**src/rtl/step_gen_pkg.sv**
```systemverilog
// Shared motion definitions for the step pulse generator.
// FSM encoding, default timing and the period clamp.
package step_gen_pkg;

    localparam int unsigned PULSE_W_DEF   = 100;
    localparam int unsigned DIR_SETUP_DEF = 50;

    localparam logic [1:0] ST_IDLE  = 2'd0;
    localparam logic [1:0] ST_SETUP = 2'd1;
    localparam logic [1:0] ST_HI    = 2'd2;
    localparam logic [1:0] ST_LO    = 2'd3;

    // A period shorter than the high time plus one low cycle is stretched.
    function automatic logic [31:0] eff_period(
        input logic [31:0] period,
        input logic [31:0] min_per
    );
        return (period < min_per) ? min_per : period;
    endfunction

endpackage

```
**src/rtl/step_gen_if.sv**
```systemverilog
// Move command handshake between a motion planner and step_gen.
// The planner holds cmd_valid and the fields until cmd_ready.
interface step_gen_if;

    logic        cmd_valid;
    logic        cmd_ready;
    logic [31:0] cmd_steps;
    logic [31:0] cmd_period;
    logic        cmd_dir;

    modport master (
        output cmd_valid,
        output cmd_steps,
        output cmd_period,
        output cmd_dir,
        input  cmd_ready
    );

    modport slave (
        input  cmd_valid,
        input  cmd_steps,
        input  cmd_period,
        input  cmd_dir,
        output cmd_ready
    );

endinterface

```
**src/rtl/step_gen.sv**
```systemverilog
// Step/dir pulse generator for a stepper driver.
// One down-counter times dir setup, step high and step low.
module step_gen
    import step_gen_pkg::*;
#(
    parameter int unsigned PULSE_W   = PULSE_W_DEF,
    parameter int unsigned DIR_SETUP = DIR_SETUP_DEF
) (
    input  logic        clk,
    input  logic        rst,
    step_gen_if.slave   cmd,
    input  logic        abort,
    output logic        step,
    output logic        dir,
    output logic        busy,
    output logic        done,
    output logic [31:0] position,
    output logic [31:0] steps_left
);

    localparam logic [31:0] SU_LOAD = 32'(DIR_SETUP - 1);
    localparam logic [31:0] HI_LOAD = 32'(PULSE_W - 1);
    localparam logic [31:0] MIN_PER = 32'(PULSE_W + 1);

    logic [1:0]  state;
    logic [31:0] cnt;
    logic [31:0] per_q;
    logic        abort_q;
    logic [31:0] pos_nxt;
    logic [31:0] lo_load;

    assign cmd.cmd_ready = (state == ST_IDLE);
    assign busy          = (state != ST_IDLE);
    assign pos_nxt       = dir ? position + 32'd1
                               : position - 32'd1;
    assign lo_load       = per_q - MIN_PER;

    always_ff @(posedge clk or negedge rst) begin
        if (!rst) begin
            state      <= ST_IDLE;
            cnt        <= '0;
            per_q      <= '0;
            abort_q    <= 1'b0;
            step       <= 1'b0;
            dir        <= 1'b0;
            done       <= 1'b0;
            position   <= '0;
            steps_left <= '0;
        end else begin
            done <= 1'b0;
            unique case (state)
                ST_IDLE: begin
                    abort_q <= 1'b0;
                    if (cmd.cmd_valid) begin
                        if (cmd.cmd_steps == '0) begin
                            done <= 1'b1;
                        end else begin
                            dir        <= cmd.cmd_dir;
                            steps_left <= cmd.cmd_steps;
                            per_q      <= eff_period(
                                cmd.cmd_period, MIN_PER);
                            cnt        <= SU_LOAD;
                            state      <= ST_SETUP;
                        end
                    end
                end
                ST_SETUP: begin
                    if (abort) begin
                        cnt   <= '0;
                        done  <= 1'b1;
                        state <= ST_IDLE;
                    end else if (cnt == '0) begin
                        step       <= 1'b1;
                        steps_left <= steps_left - 32'd1;
                        position   <= pos_nxt;
                        cnt        <= HI_LOAD;
                        state      <= ST_HI;
                    end else begin
                        cnt <= cnt - 32'd1;
                    end
                end
                ST_HI: begin
                    // An abort is remembered so the pulse keeps full width.
                    if (abort) abort_q <= 1'b1;
                    if (cnt == '0) begin
                        step <= 1'b0;
                        if (abort || abort_q) begin
                            done  <= 1'b1;
                            state <= ST_IDLE;
                        end else begin
                            cnt   <= lo_load;
                            state <= ST_LO;
                        end
                    end else begin
                        cnt <= cnt - 32'd1;
                    end
                end
                ST_LO: begin
                    if (abort) begin
                        cnt   <= '0;
                        done  <= 1'b1;
                        state <= ST_IDLE;
                    end else if (cnt == '0) begin
                        if (steps_left != '0) begin
                            step       <= 1'b1;
                            steps_left <= steps_left - 32'd1;
                            position   <= pos_nxt;
                            cnt        <= HI_LOAD;
                            state      <= ST_HI;
                        end else begin
                            done  <= 1'b1;
                            state <= ST_IDLE;
                        end
                    end else begin
                        cnt <= cnt - 32'd1;
                    end
                end
                default: state <= ST_IDLE;
            endcase
        end
    end

endmodule

```
**src/flat_wrapper.sv**
```systemverilog
// flat-port wrapper written by rule: the top's interface ports become plain ports
module step_gen_flat import step_gen_pkg::*;
#(
    parameter int unsigned PULSE_W   = PULSE_W_DEF,
    parameter int unsigned DIR_SETUP = DIR_SETUP_DEF
)
  (clk, rst, abort, step, dir, busy, done, position, steps_left, cmd_cmd_valid, cmd_cmd_steps, cmd_cmd_period, cmd_cmd_dir, cmd_cmd_ready);
  step_gen_if cmd_i ();
  input  logic clk;
  input  logic rst;
  input  logic abort;
  output logic step;
  output logic dir;
  output logic busy;
  output logic done;
  output logic [31:0] position;
  output logic [31:0] steps_left;
  input wire logic [$bits(cmd_i.cmd_valid)-1:0] cmd_cmd_valid;
  input wire logic [$bits(cmd_i.cmd_steps)-1:0] cmd_cmd_steps;
  input wire logic [$bits(cmd_i.cmd_period)-1:0] cmd_cmd_period;
  input wire logic [$bits(cmd_i.cmd_dir)-1:0] cmd_cmd_dir;
  output wire logic [$bits(cmd_i.cmd_ready)-1:0] cmd_cmd_ready;
  assign cmd_i.cmd_valid = cmd_cmd_valid;
  assign cmd_i.cmd_steps = cmd_cmd_steps;
  assign cmd_i.cmd_period = cmd_cmd_period;
  assign cmd_i.cmd_dir = cmd_cmd_dir;
  assign cmd_cmd_ready = cmd_i.cmd_ready;
  step_gen #(.PULSE_W(PULSE_W), .DIR_SETUP(DIR_SETUP)) u_core (.clk(clk), .rst(rst), .cmd(cmd_i), .abort(abort), .step(step), .dir(dir), .busy(busy), .done(done), .position(position), .steps_left(steps_left));
endmodule
```
**config.mk**
```make
export PLATFORM = sky130hd
export DESIGN_NAME = step_gen_flat
export DESIGN_NICKNAME = d
export VERILOG_FILES = /design/src/rtl/step_gen_pkg.sv /design/src/rtl/step_gen_if.sv /design/src/rtl/step_gen.sv /design/src/flat_wrapper.sv
export SDC_FILE = /design/constraint.sdc
export NUM_CORES = 1
export LEC_CHECK = 0
export CAP_MARGIN = 20
export CORE_UTILIZATION = 30
export DETAILED_ROUTE_END_ITERATION = 16
export PLACE_DENSITY = 0.47
export SYNTH_ARGS = -nofsm -noshare
export SYNTH_HDL_FRONTEND = slang
export SYNTH_SLANG_ARGS = --single-unit
```
**constraint.sdc**
```tcl
create_clock -name clk -period 4.7 [get_ports clk]
set_clock_uncertainty 0.1 [all_clocks]
set_input_delay 0.94 -clock clk [delete_from_list [all_inputs] [get_ports clk]]
set_output_delay 0.94 -clock clk [all_outputs]
set_load 0.1 [all_outputs]
```
==> Word level (Yosys, flattened, before mapping) <==
Cells that the tools add are included.
{ "word_totals": {"reg_bits": 134, "latch_bits": 0, "mem_bits_rw": 0, "romBits": 0, "input_bits": 69, "out_inout_bits": 69, "word_cells": 103, "n_memories": 0} }
{ "op_classes": {"n_addsub": 5, "n_mul": 0, "n_div": 0, "magnitude_cmp": 1, "n_eq_ne": 16, "shift": 0, "muxes": 54, "bitwise_logic": 1, "n_reduce_logical": 17} }
{ "ops": {"columns": ["op", "n"], "rows": [
  ["$mux 32", 23],
  ["$pmux 32 s4", 1],
  ["$pmux 32 s3", 1],
  ["$sub 32x1->32 const B", 3],
  ["$logic_not 32->1", 2],
  ["$pmux 32 s2", 1],
  ["$add 32x1->32 const B", 1],
  ["$lt 32x7->1 const B", 1],
  ["$reduce_bool 32->1", 1],
  ["$sub 32x7->32 const B", 1],
  ["$mux 2", 9],
  ["$mux 1", 15],
  ["$ne 2x2->1 const B", 5],
  ["$ne 2x1->1 const B", 4],
  ["$pmux 2 s4", 1],
  ["$reduce_and 8->1", 1],
  ["$reduce_and 7->1", 1],
  ["$ne 3x2->1 const B", 2],
  ["$reduce_and 6->1", 1],
  ["$reduce_bool 2->1", 3],
  ["$reduce_bool 3->1", 2],
  ["$reduce_and 5->1", 1],
  ["$eq 2x2->1 const B", 2],
  ["$ne 4x4->1 const B", 1],
  ["other kinds (11)", 11]
]} }

==> Logic depth before layout (Yosys ltp) <==
Gate-level depths: netlist of run 1.
{ "logic_depth": {"ltp_word": 6, "ltp_mapped": 12, "ltp_nobuf": 11} }

==> Worst setup path before layout of run 1 <==
OpenSTA, ideal clock, no wires.
{ "synth_path": {"kind": "register to register", "from": "reg u_core.dir", "to": "reg u_core.position[29]", "setup_ns": 0.135, "arrival_ns": 4.006, "t_required_ns": 4.465, "path_slack_ns": 0.459, "path_stages_with_launch": 12, "path_buffers": 0, "synth_period_minus_slack_ns": 4.241, "cell_sequence": "dfrtp_1 inv_1 ha_1 a211o_1 a2111oi_0 o31a_1 o22ai_1 nor4_1 o21ai_0 a31oi_1 xor2_1 o21ai_0"} }
{ "synth_via": {"elab_chain_len": 5, "elab_cells_between_ends": 7, "cone_classes": "7 x mux"} }
{ "synth_lines": {"columns": ["item", "line_no", "text"], "rows": [
  ["start, declared", "step_gen.sv:14", "output logic dir,"],
  ["start signal, assigned", "step_gen.sv:58", "dir <= cmd.cmd_dir;"],
  ["$mux 32 (*)", "step_gen.sv:34", "assign pos_nxt = dir ? position + 32'd1"],
  ["$mux 32", "step_gen.sv:104", "if (steps_left != '0) begin"],
  ["$mux 32", "step_gen.sv:103", "end else if (cnt == '0) begin"],
  ["$mux 32", "step_gen.sv:99", "if (abort) begin"],
  ["$pmux 32 s2 (*)", "step_gen.sv:51", "unique case (state)"],
  ["end signal, assigned", "step_gen.sv:75", "position <= pos_nxt;"],
  ["end signal, assigned", "step_gen.sv:107", "position <= pos_nxt;"],
  ["end, declared", "step_gen.sv:17", "output logic [31:0] position,"]
]} }
Mark *: on every way between the ends. The rest lies on a longest branch, timed or not. The select of a mux whose other input is x is not followed.
A chain may end at the register's enable or synchronous reset.

==> Final worst setup path of run 1 <==
{ "layout_path": {"from": "reg u_core.cnt[0]", "to": "reg u_core.cnt[15]"} }
{ "layout_via": {"elab_chain_len": 4, "elab_cells_between_ends": 11, "cone_classes": "1 x add/sub; 2 x eq/ne; 6 x mux; 2 x reduce/logical"} }
{ "layout_lines": {"columns": ["item", "line_no", "text"], "rows": [
  ["start, declared", "step_gen.sv:26", "logic [31:0] cnt;"],
  ["start signal, assigned", "step_gen.sv:79", "cnt <= cnt - 32'd1;"],
  ["start signal, assigned", "step_gen.sv:91", "cnt <= lo_load;"],
  ["start signal, assigned", "step_gen.sv:95", "cnt <= cnt - 32'd1;"],
  ["$sub 32x1->32 / $logic_not 32->1 (equally long branches)", null, null],
  ["$mux 32, on equally long branches", "step_gen.sv:103, step_gen.sv:72", null],
  ["$mux 32, on equally long branches", "step_gen.sv:99, step_gen.sv:68", null],
  ["$pmux 32 s4", "step_gen.sv:51", null]
]} }
Parallel ways exist; a longest one is shown, timed or not.

==> results of run 1 <==
-- metal layers --
metal,vias up,track usage,wire length (um)
li1,4306,-,-
met1,4079,0.283,14300
met2,236,0.281,12200
met3,25,0.0293,1290
met4,0,0.0545,403
met5,-,0,0
-- cells in the mapped netlist (all sizes together), types with 22 or more instances --
master	count	area share
nand2	186	0.079
o22ai	23	0.016
ha	34	0.048
nand3	32	0.018
nor4	23	0.017
nor2	74	0.032
a21o	22	0.019
or3	23	0.017
xor2	30	0.030
o21ai	127	0.072
nor3	56	0.032
xnor2	27	0.027
inv	22	0.0093
clkbuf	28	0.012
dfrtp	134	0.38
a21oi	77	0.044
-- registers in the layout, indices dropped and copies added (netlist names) --
| name | flops |
|---|---|
| u_core.cnt | 32 |
| u_core.per_q | 32 |
| u_core.position | 32 |
| u_core.steps_left | 32 |
| u_core.state | 2 |
| u_core.abort_q | 1 |
| u_core.dir | 1 |
| u_core.done | 1 |
| u_core.step | 1 |
-- cell families (layout without fill, tap and decap cells) --
family | count (synthesis) | in the layout | synth area share
adders and majority gates | 35 | 35 | 0.0501
and+or+nand+nor | 454 | 454 | 0.244
AOI/OAI and AO/OA | 344 | 344 | 0.239
muxes | 3 | 3 | 0.00366
xor gates and xnor gates | 57 | 57 | 0.0562
DFF | 134 | 134 | 0.377
other | 0 | 1 | 0
buffers and inverters | 64 | 218 | 0.0297
-- cell type report --
type                    instances  area share
clock inverters                15      0.0192
well taps                     384      0.0421
flip-flops and latches        134       0.294
inverters                      23     0.00756
repair buffers                163       0.138
clock buffers                  17      0.0373
diodes                          1    0.000219
multi-input cells             893       0.462
-- metrics by stage --
| step | utilization | worst slack [ns] | cell area [sq um] | hold slack [ns] | instances |
|---|---|---|---|---|---|
| after floorplan | - | 0.459 | 8880 | 0.355 | 1091 |
| after global placement | 0.372 | 0.678 | 10800 | 0.357 | 1597 |
| after detailed placement | 0.372 | 0.648 | 10800 | 0.362 | 1597 |
| after CTS | 0.394 | 0.818 | 11400 | 0.374 | 1629 |
| after global routing | 0.395 | 0.448 | 11400 | 0.387 | 1630 |
| final | 0.395 | 0.749 | 11400 | 0.369 | 1630 |
-- how the worst max path moves through the flow --
stage | cells past startpoint | end | slack (ns) | from
final | 12 | u_core.cnt[15] | 0.75 | u_core.cnt[0]
after global placement | 11 | u_core.position[29] | 0.68 | u_core.dir
after global routing | 10 | u_core.position[11] | 0.45 | u_core.cnt[0]
after CTS | 11 | u_core.position[29] | 0.82 | u_core.dir
after detailed placement | 11 | u_core.steps_left[26] | 0.65 | cmd_cmd_steps[16]
after floorplan | 11 | u_core.position[29] | 0.46 | u_core.dir
==> impl_metrics.toml, run 1 <==
[cells_and_area]
drive_gt1_frac = 0.0691
most-common-layout-cells = "nand2_1, clkdlybuf4s50_1, dfrtp_1"
seqCellArea_sq_mm = 0.00335
area_growth_pct = 28.5
fill_cells = 2954
multi_input_area_sq_mm = 0.00528
layout.cells.most_common = "nand2_1"
nNetsFinal = 1336

[cts]
clk_latency_ns = 0.43
root_buffer = "clkbuf_16"
cts_setup_buffers = 0
clk_pin_slew_ns = 0.06
cts.sinks = 134
cts_tree = "done"
postCtsHoldBufs = 0
ctsResizeCount = 0
numCtsBuffers = 17
clockBufferDepth = 2
cts_max_level = 4

[timing]
tns_ns = 0
rsz0062_at_grt = "false"
maxSlewViolCount = 0
hold_violations = 0
post-route-min-period_ns = 3.95
setup_viol = 0
min_period_over_period = 0.841
max_clock_freq_ghz = 0.253
tightest_slew_ns = 1.12
relSlewSlack = 0.250

[yosys]
synthArstFlopShare = 1.00
synth_edf_count = 0
seq_area_frac_synth = 0.377
syn_area_per_cell_sq_um = 8.14
synth_ff_type = "dfrtp_1"
synth_area_sq_mm = 0.00888
synthCells = 1091
ys_ff_latch = 134
synth_cell_types = 75
syn-num-nets = 1195
yosysWarnings = 0

[critical_path]
reg2reg_depth = 12
cp_cell_sequence = "inv_1 -> ha_1 -> nor4b_1 -> nand4_1 -> nor3_2 -> nand2_1 -> or3_4 -> o311ai_2 -> buf_4 -> nor3_1 -> a31oi_1 -> o221ai_1"
critPathBufInv = 2
critPathSlowestCell = "nor4b_1"
critPathLaunchType = "flop"
crit_required_ns = 4.86
crit_fanout = 10
rrSetupSlack_ns = 0.75
crit_family = "simple AND/OR/NAND/NOR gates"
crit_type = "flop to flop"
cp_data_arrival_time_ns = 4.11
max_stage_delay_ns = 0.50
end_kind = "flop"
r2r_end = "u_core.cnt[15]"
r2r-start = "u_core.cnt[0]"

[route]
drt_iter0_drc = 556
vias = 8646
drc = 0
drt.antenna.violating_nets = 0
vias_per_cell = 5.30
wl_per_cell_um = 17.3
wl_um = 28200
first_pass_iters = 5

[die]
start_util = 0.307
die_height_um = 174
io_pins = 138
rows = 62
dieArea_sq_mm = 0.0303
dieWidth_um = 174
core_area_sq_mm = 0.0289

[worst_hold_path]
min_from = "u_core.position[31]"
worst_hold_path.num_cells = 1
hold_end = "u_core.position[31]"
hp-class = "flop to flop"

[placement]
io_buffers = 137
dp_hpwl_um = 20600
place.gp.congestion = 0.831

[run_status]
status = "complete, no violations"

[job]
drv_cap = 0

[global_routing]
grt_antenna_before_repair = 1
groute.usage.overall = 0.190
grt_remaining_overflow = 0
grt_pass1_wl_um = 46000
grt_start_max_net_pins = 85
grt_pass1_vias = 8225
Power of run 1 is not shown: default switching activity piles up to over one toggle a cycle in this logic, so the estimate is an artifact.
==> run 2, diff against run 1 <==
--- a/config.mk
+++ b/config.mk
@@ -8,7 +8,7 @@
 export CAP_MARGIN = 20
 export CORE_UTILIZATION = 30
 export DETAILED_ROUTE_END_ITERATION = 16
-export PLACE_DENSITY = 0.47
+export PLACE_DENSITY = 0.48
 export SYNTH_ARGS = -nofsm -noshare
 export SYNTH_HDL_FRONTEND = slang
 export SYNTH_SLANG_ARGS = --single-unit
==> constraint.sdc (replaced) <==
create_clock -name clk -period 3.6 [get_ports clk]
set_clock_uncertainty 0.1 [all_clocks]
set_input_delay 0.72 -clock clk [delete_from_list [all_inputs] [get_ports clk]]
set_output_delay 0.72 -clock clk [all_outputs]
set_load 0.1 [all_outputs]
==> impl_metrics.toml, run 2 (same netlist as run 1, synthesis figures left out) <==
[timing]
maxSlewViolCount = 0
hold_violations = 0
relSlewSlack = 0.344
layout_setup_ws_ns = 0.197
tns_ns = 0
min_period_over_period = 0.945
rsz0062_at_grt = "false"
post-route-min-period_ns = 3.40
max_clock_freq_ghz = 0.294
tightest_slew_ns = 0.980
setup_viol = 0

[cts]
clk_pin_slew_ns = 0.07
cts.sinks = 134
root_buffer = "clkbuf_16"
cts_max_level = 4
postCtsHoldBufs = 0
clockBufferDepth = 2
numCtsBuffers = 17
clk_latency_ns = 0.43
cts_tree = "done"

[route]
drt.antenna.violating_nets = 0
vias = 8751
vias_per_cell = 5.28
wl_um = 28600
first_pass_iters = 5
drt_iter0_drc = 491
wl_per_cell_um = 17.2
drc = 0

[critical_path]
end_kind = "flop"
crit_required_ns = 3.78
critPathLaunchType = "flop"
reg2reg_depth = 8
cp_data_arrival_time_ns = 3.59
r2r_end = "u_core.steps_left[27]"
r2r-start = "u_core.cnt[20]"
crit_type = "flop to flop"
rrSetupSlack_ns = 0.20
crit_fanout = 15

[placement]
dp_cells = 1625
dp_hpwl_um = 21100
dp_slack_ns = 0.0851
io_buffers = 137
place.gp.congestion = 0.843

[cells_and_area]
nNetsFinal = 1365
layout.cells.most_common = "nand2_1"
final_util = 0.401
fill_cells = 2947
most-common-layout-cells = "nand2_1, dfrtp_1, o21ai_0"
drive_gt1_frac = 0.139
area_growth_pct = 30.6
final_cells = 1658
n_antenna_cell = 0

[die]
dieArea_sq_mm = 0.0303
start_util = 0.307
core_area_sq_mm = 0.0289
rows = 62
dieWidth_um = 174
io_pins = 138
die_height_um = 174

[global_routing]
grt_antenna_before_repair = 1
gr-usage-met3 = 0.0326
gr-usage-met2 = 0.293
grt_pass1_vias = 8338
grt_pass1_wl_um = 46300
grt_start_max_net_pins = 69
grt_remaining_overflow = 0
groute.usage.overall = 0.191
use_met1 = 0.278
grt-busiest-layer = "met2"

[worst_hold_path]
hp-class = "input port to async pin"

[job]
drv_cap = 0

[run_status]
status = "complete, no violations"
run 2: layout make-up:
cell class	instances	area (sq um)	share of cell area
clock inverter	15	185	0.0160
tap	384	480	0.0414
multi-input combinational	893	5340	0.460
sequential	134	3360	0.289
clock buffer	17	425	0.0366
inverter	23	90.1	0.00776
timing repair buffer	192	1730	0.149
run 2: per-stage QoR:
| step | instance area (sq um) | hold WS [ns] |
|---|---|---|
| floorplan | 8930 | 0.324 |
| global placement | 11000 | 0.379 |
| detailed placement | 11000 | 0.379 |
| CTS | 11600 | 0.231 |
| global route | 11600 | 0.246 |
| finish | 11600 | 0.170 |
run 2: metal layers:
layer	share of wire	wire length (um)	vias up
met5	0.00045	13	-
met4	0.010	290	2
met3	0.047	1340	21
met2	0.44	12600	256
met1	0.50	14400	4128
li1	-	-	4344
run 2: repair_timing:
item / CTS / global route
endpoints found under the setup margin: 0 / 5
buffers inserted: 0 / 1
resized for setup: 0 / 4
run 2: how the worst max path moves through the flow:
stage,endpoint,cells past startpoint,slack [ns],from
2_1_floorplan,u_core.position[29],11,0.009,u_core.dir
3_3_place_gp,u_core.position[31],11,0.09,u_core.dir
3_5_place_dp,u_core.steps_left[27],13,0.09,cmd_cmd_steps[1]
4_1_cts,u_core.position[31],11,0.13,u_core.dir
5_1_grt,u_core.position[30],12,0.005,u_core.dir
6_report,u_core.steps_left[27],8,0.20,u_core.cnt[20]
run 2: worst max-delay path: stages, from the launching register on:
cell     delay [ns]
dfrtp_1        0.41
or4_1          0.58
or3_1          0.42
or4_1          0.61
a21oi_2        0.66
buf_12         0.23
nand3_1        0.07
o21ai_0        0.08
a21oi_1        0.08
Power of run 2 is left out for the same reason.
